### src/rtl/stack_tracker.sv
// stack_tracker: receives committed rows from the active row shifter,
// trims overhang against the row below, stacks them eight high, and reports
// level, score, win and loss. The stack is readable combinationally for the
// LED display driver.
module stack_tracker #(
   parameter int LEVELS = 8
) (
   input  logic       clk,
   input  logic       rst,
   input  logic       startGame,
   input  logic       rowValid,
   input  logic [7:0] rowData,
   input  logic       rowOk,
   output logic [7:0] prev,
   output logic [7:0] rowSel,
   output logic [2:0] level,
   output logic [3:0] score,
   output logic       busy,
   output logic       gameOver,
   output logic       win,
   input  logic [2:0] rdAddr,
   output logic [7:0] rdData
);

   typedef enum logic [2:0] {
      IDLE  = 3'd0,
      PLAY  = 3'd1,
      CHECK = 3'd2,
      WIN   = 3'd3,
      LOSE  = 3'd4
   } state_t;

   // Index of the top level; reaching it with a good row ends the game.
   localparam logic [2:0] LAST = 3'(LEVELS - 1);

   state_t     state_q, state_d;
   logic [2:0] level_q, level_d;
   logic [3:0] score_q, score_d;
   logic [7:0] prev_q, prev_d;
   logic [7:0] cap_data_q, cap_data_d;
   logic       cap_ok_q, cap_ok_d;
   logic [7:0] rows_q [LEVELS];
   logic [7:0] rows_d [LEVELS];

   logic [7:0] support;
   logic [7:0] ovl;

   // Level 0 sits on the floor, so everything is supported there; above that,
   // only the bits that rest on the row below survive.
   assign support = (level_q == 3'd0) ? 8'hFF : rows_q[level_q - 3'd1];
   assign ovl     = cap_data_q & support;

   // Next-state and datapath updates; startGame overrides any pending row.
   always_comb begin
      state_d    = state_q;
      level_d    = level_q;
      score_d    = score_q;
      prev_d     = prev_q;
      cap_data_d = cap_data_q;
      cap_ok_d   = cap_ok_q;
      rows_d     = rows_q;

      if (startGame) begin
         rows_d  = '{default: '0};
         level_d = 3'd0;
         score_d = 4'd0;
         prev_d  = 8'h00;
         state_d = PLAY;
      end else begin
         case (state_q)
            PLAY: begin
               if (rowValid) begin
                  cap_data_d = rowData;
                  cap_ok_d   = rowOk;
                  state_d    = CHECK;
               end
            end
            CHECK: begin
               if (!cap_ok_q || (ovl == 8'h00)) begin
                  // A miss leaves the stack exactly as it was.
                  state_d = LOSE;
               end else begin
                  rows_d[level_q] = ovl;
                  score_d         = score_q + 4'd1;
                  if (level_q == LAST) begin
                     // Top reached: level stays put rather than wrapping.
                     state_d = WIN;
                  end else begin
                     level_d = level_q + 3'd1;
                     // The row just written supports the next shifter.
                     prev_d  = ovl;
                     state_d = PLAY;
                  end
               end
            end
            default: begin
            end
         endcase
      end
   end

   // Control and capture registers.
   always_ff @(posedge clk) begin
      if (rst) begin
         state_q    <= IDLE;
         level_q    <= 3'd0;
         score_q    <= 4'd0;
         prev_q     <= 8'h00;
         cap_data_q <= 8'h00;
         cap_ok_q   <= 1'b0;
      end else begin
         state_q    <= state_d;
         level_q    <= level_d;
         score_q    <= score_d;
         prev_q     <= prev_d;
         cap_data_q <= cap_data_d;
         cap_ok_q   <= cap_ok_d;
      end
   end

   // One register per stack level; kept in flops because the display reads
   // the stack combinationally.
   generate
      for (genvar gi = 0; gi < LEVELS; gi++) begin : g_row
         // Level gi storage.
         always_ff @(posedge clk) begin
            if (rst) begin
               rows_q[gi] <= 8'h00;
            end else begin
               rows_q[gi] <= rows_d[gi];
            end
         end
      end
   endgenerate

   assign level    = level_q;
   assign score    = score_q;
   assign prev     = prev_q;
   assign busy     = (state_q == CHECK);
   assign gameOver = (state_q == LOSE);
   assign win      = (state_q == WIN);
   // Only the shifter at the active level runs, and none while a row is judged.
   assign rowSel   = (state_q == PLAY) ? (8'h01 << level_q) : 8'h00;
   assign rdData   = rows_q[rdAddr];

endmodule

### config.mk
export PLATFORM = sky130hd
export DESIGN_NAME = stack_tracker
export DESIGN_NICKNAME = d
export VERILOG_FILES = /design/src/rtl/stack_tracker.sv
export SDC_FILE = /design/constraint.sdc
export NUM_CORES = 1
export LEC_CHECK = 0
export CAP_MARGIN = 30
export CORE_UTILIZATION = 45
export CTS_CLUSTER_DIAMETER = 200
export DETAILED_ROUTE_END_ITERATION = 7
export PLACE_DENSITY = 0.71
export SYNTH_ARGS = -nofsm -noshare
export SYNTH_HDL_FRONTEND = slang
export SYNTH_SLANG_ARGS = --single-unit
export TNS_END_PERCENT = 5
### constraint.sdc
create_clock -name clk -period 5.2 [get_ports clk]
set_input_delay 0.78 -clock clk [delete_from_list [all_inputs] [get_ports clk]]
set_output_delay 0.78 -clock clk [all_outputs]
set_load 0.005 [all_outputs]
==> out/metrics.cfg, run 1 <==
[clock_tree]
clk_pin_slew_ns = 0.10
post_cts.repair.setup_buffers = 0
cts_buffers = 9
insertion_delay_ns = 0.38
clock_path_buffers = 2
cts_tree = yes
cts.repair.resized = 0
htree_levels = 3
cts-root-buf = clkbuf_8
cts_hold_buffers = 0
cts.sinks = 91

[sta]
fin_skew_ns = 0.0171
setup-violations-final = 0
report.final.slew_viol_count = 0
hold_ws_ns = 0.467
hold_viol_final = 0
rsz0062_at_grt = no
fin_setup_tns_ns = 0
fmax_mhz = 240
slew_headroom = 0.391
layout_min_cycle_time_ns = 4.16
worst_pin_slew_ns = 0.910
fin_crit_sh = 0.801

[final_layout]
antenna_cells = 0
nFillCells = 929
final_nets = 536
final_common_cell = nand2_1
drive_gt1_frac = 0.164
area_growth_pct = 17.1
layout_common_cells = nand2_1 (95), dfxtp_1 (91), mux2i_1 (88)

[setup_path]
endpoint_kind = flip-flop
path_cells = clkinv_1 -> ha_1 -> mux4_2 -> nand3_1 -> o31ai_1 -> nor4_4 -> buf_4 -> a2111oi_4 -> buf_4 -> mux2i_1
cpMostUsedCell = buf_4
critPathBufInv = 3
arrival_ns = 4.40
crit_path_start_kind = flip-flop
max_stage_delay_ns = 0.78
crit_family = buffers and inverters
cp_slowest_cell = ha_1
r2r_slack_ns = 1.04
crit_type = reg2reg
worstPathRequired_ns = 5.44
crit_path_max_fanout = 16

[floorplanning]
start_util = 0.469
dieHeight_um = 106
pin_count = 50
row_count = 37
core_area_mm2 = 0.0105
chipWidth_um = 106
die-area_mm2 = 0.0113

[placement]
dp_hpwl_um = 8630
gp_congestion = 0.828
port_buffers = 49

[global_route]
overflow = 0
grt_pass1_vias = 3643
grt_max_degree = 39
grt_antenna_before_repair = 0
grtUsageTotal = 0.232
grt_pass1_wl_um = 20000

[detailed_routing]
vias = 3834
route.detailed.drc = 0
via_per_inst = 5.87
first_iter_violations = 353
totalWireLength_um = 12500
firstDrtPassIters = 5
wl_per_cell_um = 19.1
ant_nets = 0

[run_status]
status = finished clean

[pwr]
powerDensity_mw_per_mm2 = 232
vdd_ir_drop_max_mv = 0.180
power.leakage_nw = 1.82

[logic_synthesis]
synth_nets = 492
synthFlopType = dfxtp_1
seq_area_frac_synth = 0.371
yosys_register_bits = 91
synthArstFlopShare = 0
yosys_warnings = 0
mappedNetlistArea_mm2 = 0.00491
synth_cell_types = 39
syn_area_per_cell_um2 = 10.5
synthCells = 468
synth_edf_count = 0

[min_path]
hold_class = reg2reg

[flow_run]
drv_cap = 0

## synth_stat cells, drive strengths merged (2+ instances only)
cell type	count	area share
buf	14	0.022
dfxtp	91	0.37
nor3b	9	0.014
nand3	21	0.021
mux2	16	0.037
a2111oi	12	0.037
nor3	2	0.0020
nor2b	9	0.012
clkinv	2	0.0015
o21ai	3	0.0031
and3	6	0.0076
and2	3	0.0038
a211oi	4	0.012
clkbuf	18	0.014
nand2	95	0.073
a21oi	7	0.012
nor4	2	0.0087
or3	4	0.0051
o31ai	8	0.012
mux2i	88	0.18
mux4	24	0.11
inv	3	0.0023
nor2	12	0.0092
ha	8	0.020
## metrics by stage
step / total power [W] / cells / worst slack [ns] / util / instance area, um^2
final: 0.00133 / 653 / 1.04 / 0.550 / 5750
after global routing: 0.00138 / 653 / 0.819 / 0.550 / 5750
after CTS: 0.00134 / 653 / 1.07 / 0.550 / 5750
after detailed placement: 0.000799 / 637 / 1.13 / 0.528 / 5530
after global placement: 0.000799 / 637 / 1.20 / 0.528 / 5530
after floorplan: 0.000770 / 468 / 1.49 / - / 4910
## cell families after synthesis
logic type | Yosys count | synth area share
multiplexers | 128 | 0.326
adder cells (fa/ha/maj) | 8 | 0.0204
AO/OA/AOI/OAI | 38 | 0.0823
flip-flops | 91 | 0.371
AND/OR/NAND/NOR | 165 | 0.159
buffers and inverters | 37 | 0.0392
XOR/XNOR | 1 | 0.00178
## worst paths after layout
kind / start / endpoint / depth (start not counted)
min reg2reg: prev[0] / prev[0] / 2
max reg2reg: level[1] / rows_q[7] / 10
max: level[1] / rows_q[7] / 10
min: prev[0] / prev[0] / 2
## routing by layer
metal / vias up / wire length [um] / share of wire / track usage
met3: 24 / 823 / 0.066 / 0.0380
met2: 173 / 5800 / 0.46 / 0.360
met4: 0 / 246 / 0.020 / 0.0920
met5: - / 0 / 0 / 0
met1: 1856 / 5630 / 0.45 / 0.322
li1: 1781 / - / - / -
## where the power goes
part	internal, W	switching, W	leakage (nW)
Sequential	0.000699	0.00000342	0.733
Clock	0.000273	0.000275	0.102
Combinational	0.0000324	0.0000488	0.982
## worst register-to-register path: stages (launching register included)
cell	delay [ns]
dfxtp_1	0.64
clkinv_1	0.46
ha_1	0.78
mux4_2	0.58
nand3_1	0.10
o31ai_1	0.16
nor4_4	0.56
buf_4	0.29
a2111oi_4	0.09
buf_4	0.23
mux2i_1	0.14
## state kept, by name (all words and copies together) (netlist names)
register    cells
cap_ok_q        1
cap_data_q      8
score           4
level           3
state_q         3
rows_q         64
prev            8
## final cells by class
type,instances,area (um^2),area share
clock buffers,9,124,0.0215
clock inverters,7,100,0.0174
inverters,5,18.8,0.00326
multi-input cells,340,2900,0.505
flip-flops and latches,91,1820,0.317
well taps,136,170,0.0296
repair buffers,65,611,0.106
No activity file was read; power rests on OpenSTA's default activity.
==> run 2: changes to the inputs <==
- clock period: 5.2 -> 4 ns (I/O delays scaled with it)
==> run 2 against run 1 <==
  * Power up 24%
  * Via count increased by 0.34%
  * Core utilization about the same
  * Combinational power rose by 27%
  * Sequential cell count unchanged
  * Critical path depth is 2 lower
  * Sequential share of layout area hardly changed
  * Clock power is 16% higher
  * Clock skew decreased by 0.0021 ns
  * Non-clock buffer count grew 5
==> out/metrics.cfg, run 2 (same netlist as run 1, synthesis figures left out) <==
[run_status]
status = finished clean

[detailed_routing]
via_per_inst = 5.86
route.detailed.drc = 0
wl_per_cell_um = 19.2
firstDrtPassIters = 5
ant_nets = 0
first_iter_violations = 204
totalWireLength_um = 12600
vias = 3847

[setup_path]
crit_path_max_fanout = 21
r2r_cells = 8
crit_type = reg2reg
r2r-start = level[1]
r2r_slack_ns = 0.47
endpoint_kind = flip-flop
crit_path_start_kind = flip-flop
worstPathRequired_ns = 4.29
rr_endpoint = rows_q[10]
arrival_ns = 3.82

[clock_tree]
clk_pin_slew_ns = 0.09
cts_tree = yes
cts.repair.resized = 0
cts-root-buf = clkbuf_8
cts_buffers = 9
clock_path_buffers = 2
cts_hold_buffers = 0
cts.sinks = 91
insertion_delay_ns = 0.37
post_cts.repair.setup_buffers = 0
htree_levels = 3

[sta]
report.final.slew_viol_count = 0
rsz0062_at_grt = no
fin_crit_sh = 0.883
fin_setup_tns_ns = 0
layout_min_cycle_time_ns = 3.53
hold_ws_ns = 0.464
slew_headroom = 0.388
fmax_mhz = 283
worst_pin_slew_ns = 0.915
setup-violations-final = 0
hold_viol_final = 0
fin_skew_ns = 0.0150

[pwr]
powerDensity_mw_per_mm2 = 287
vdd_ir_drop_max_mv = 0.189
total_power_w = 0.00165
power.leakage_nw = 1.84

[placement]
port_buffers = 49
place_area_mm2 = 0.00556
dp_hpwl_um = 8630
gp_congestion = 0.821

[final_layout]
final_common_cell = nand2_1
antenna_cells = 0
largest-register = rows_q
design_area_mm2 = 0.00575
drive_gt1_frac = 0.169
layout_common_cells = nand2_1 (95), dfxtp_1 (91), mux2i_1 (88)
largest_register_ffs = 64
area_growth_pct = 17.1
final_nets = 541

[min_path]
min_from = prev[0]
min_to = prev[0]
min_delay_path_depth = 2
hold_class = reg2reg

[floorplanning]
core_area_mm2 = 0.0105
die-area_mm2 = 0.0113
start_util = 0.469
pin_count = 50
dieHeight_um = 106
row_count = 37
chipWidth_um = 106

[global_route]
grt_pass1_vias = 3731
grt_pass1_wl_um = 20200
grt_max_degree = 39
grt_antenna_before_repair = 0
grtUsageTotal = 0.234
overflow = 0

[flow_run]
drv_cap = 0

==> run 2: cell types whose count changed in the layout (fill, tap and decap cells not counted) <==
cell        before  now
clkinv_4         1    2
clkbuf_8         9   10
clkinvlp_4       3    0
bufinv_16        2    1
clkinv_2         0    1
inv_6            1    0
buf_4           16   21
==> run 2: layer usage <==
metal	share of wire	GRT usage
met1	0.46	0.319
met2	0.46	0.372
met3	0.062	0.0368
met4	0.017	0.0881
met5	0	0
==> run 2: critical path, stage by stage, from the launching register on <==
cell and delay (ns):
dfxtp_1 0.36, clkinv_1 0.09, ha_1 0.78, a2111oi_0 0.14
o31ai_1 0.69, nor4_4 0.17, buf_4 0.25, a211oi_4 0.71
mux2i_1 0.26
==> run 2: how the worst max path moves through the flow <==
stage / slack (ns) / end / startpoint / depth (start not counted)
2_1_floorplan: 0.29 / state_q[1] / level[1] / 12
3_3_place_gp: 0.54 / rdData[3] / rdAddr[1] / 5
3_5_place_dp: 0.50 / rdData[6] / rdAddr[1] / 5
4_1_cts: 0.50 / rdData[6] / rdAddr[1] / 5
5_1_grt: 0.29 / rows_q[10] / level[0] / 8
6_report: 0.47 / rows_q[10] / level[1] / 8
==> run 2: area by class of cell <==
class                      count  area [um^2]
clock buffer                  10          138
clock inverter                 4         52.6
fill                         926         4710
inverter                       5         18.8
multi-input combinational    340         2900
sequential                    91         1820
tap                          136          170
timing repair buffer          70          648
==> run 2: where the power goes <==
group	switching, W	total (W)	internal (W)	leakage, nW
Combinational	0.0000618	0.000103	0.0000416	1.01
Sequential	0.00000444	0.000913	0.000909	0.733
Clock	0.000334	0.000635	0.000301	0.0982
==> run 2: through the flow <==
step,setup WS (ns),util,std cells
6_report,0.468,0.550,656
5_1_grt,0.289,0.550,656
4_1_cts,0.498,0.550,656
3_5_place_dp,0.504,0.532,642
3_3_place_gp,0.540,0.532,642
2_1_floorplan,0.293,-,468
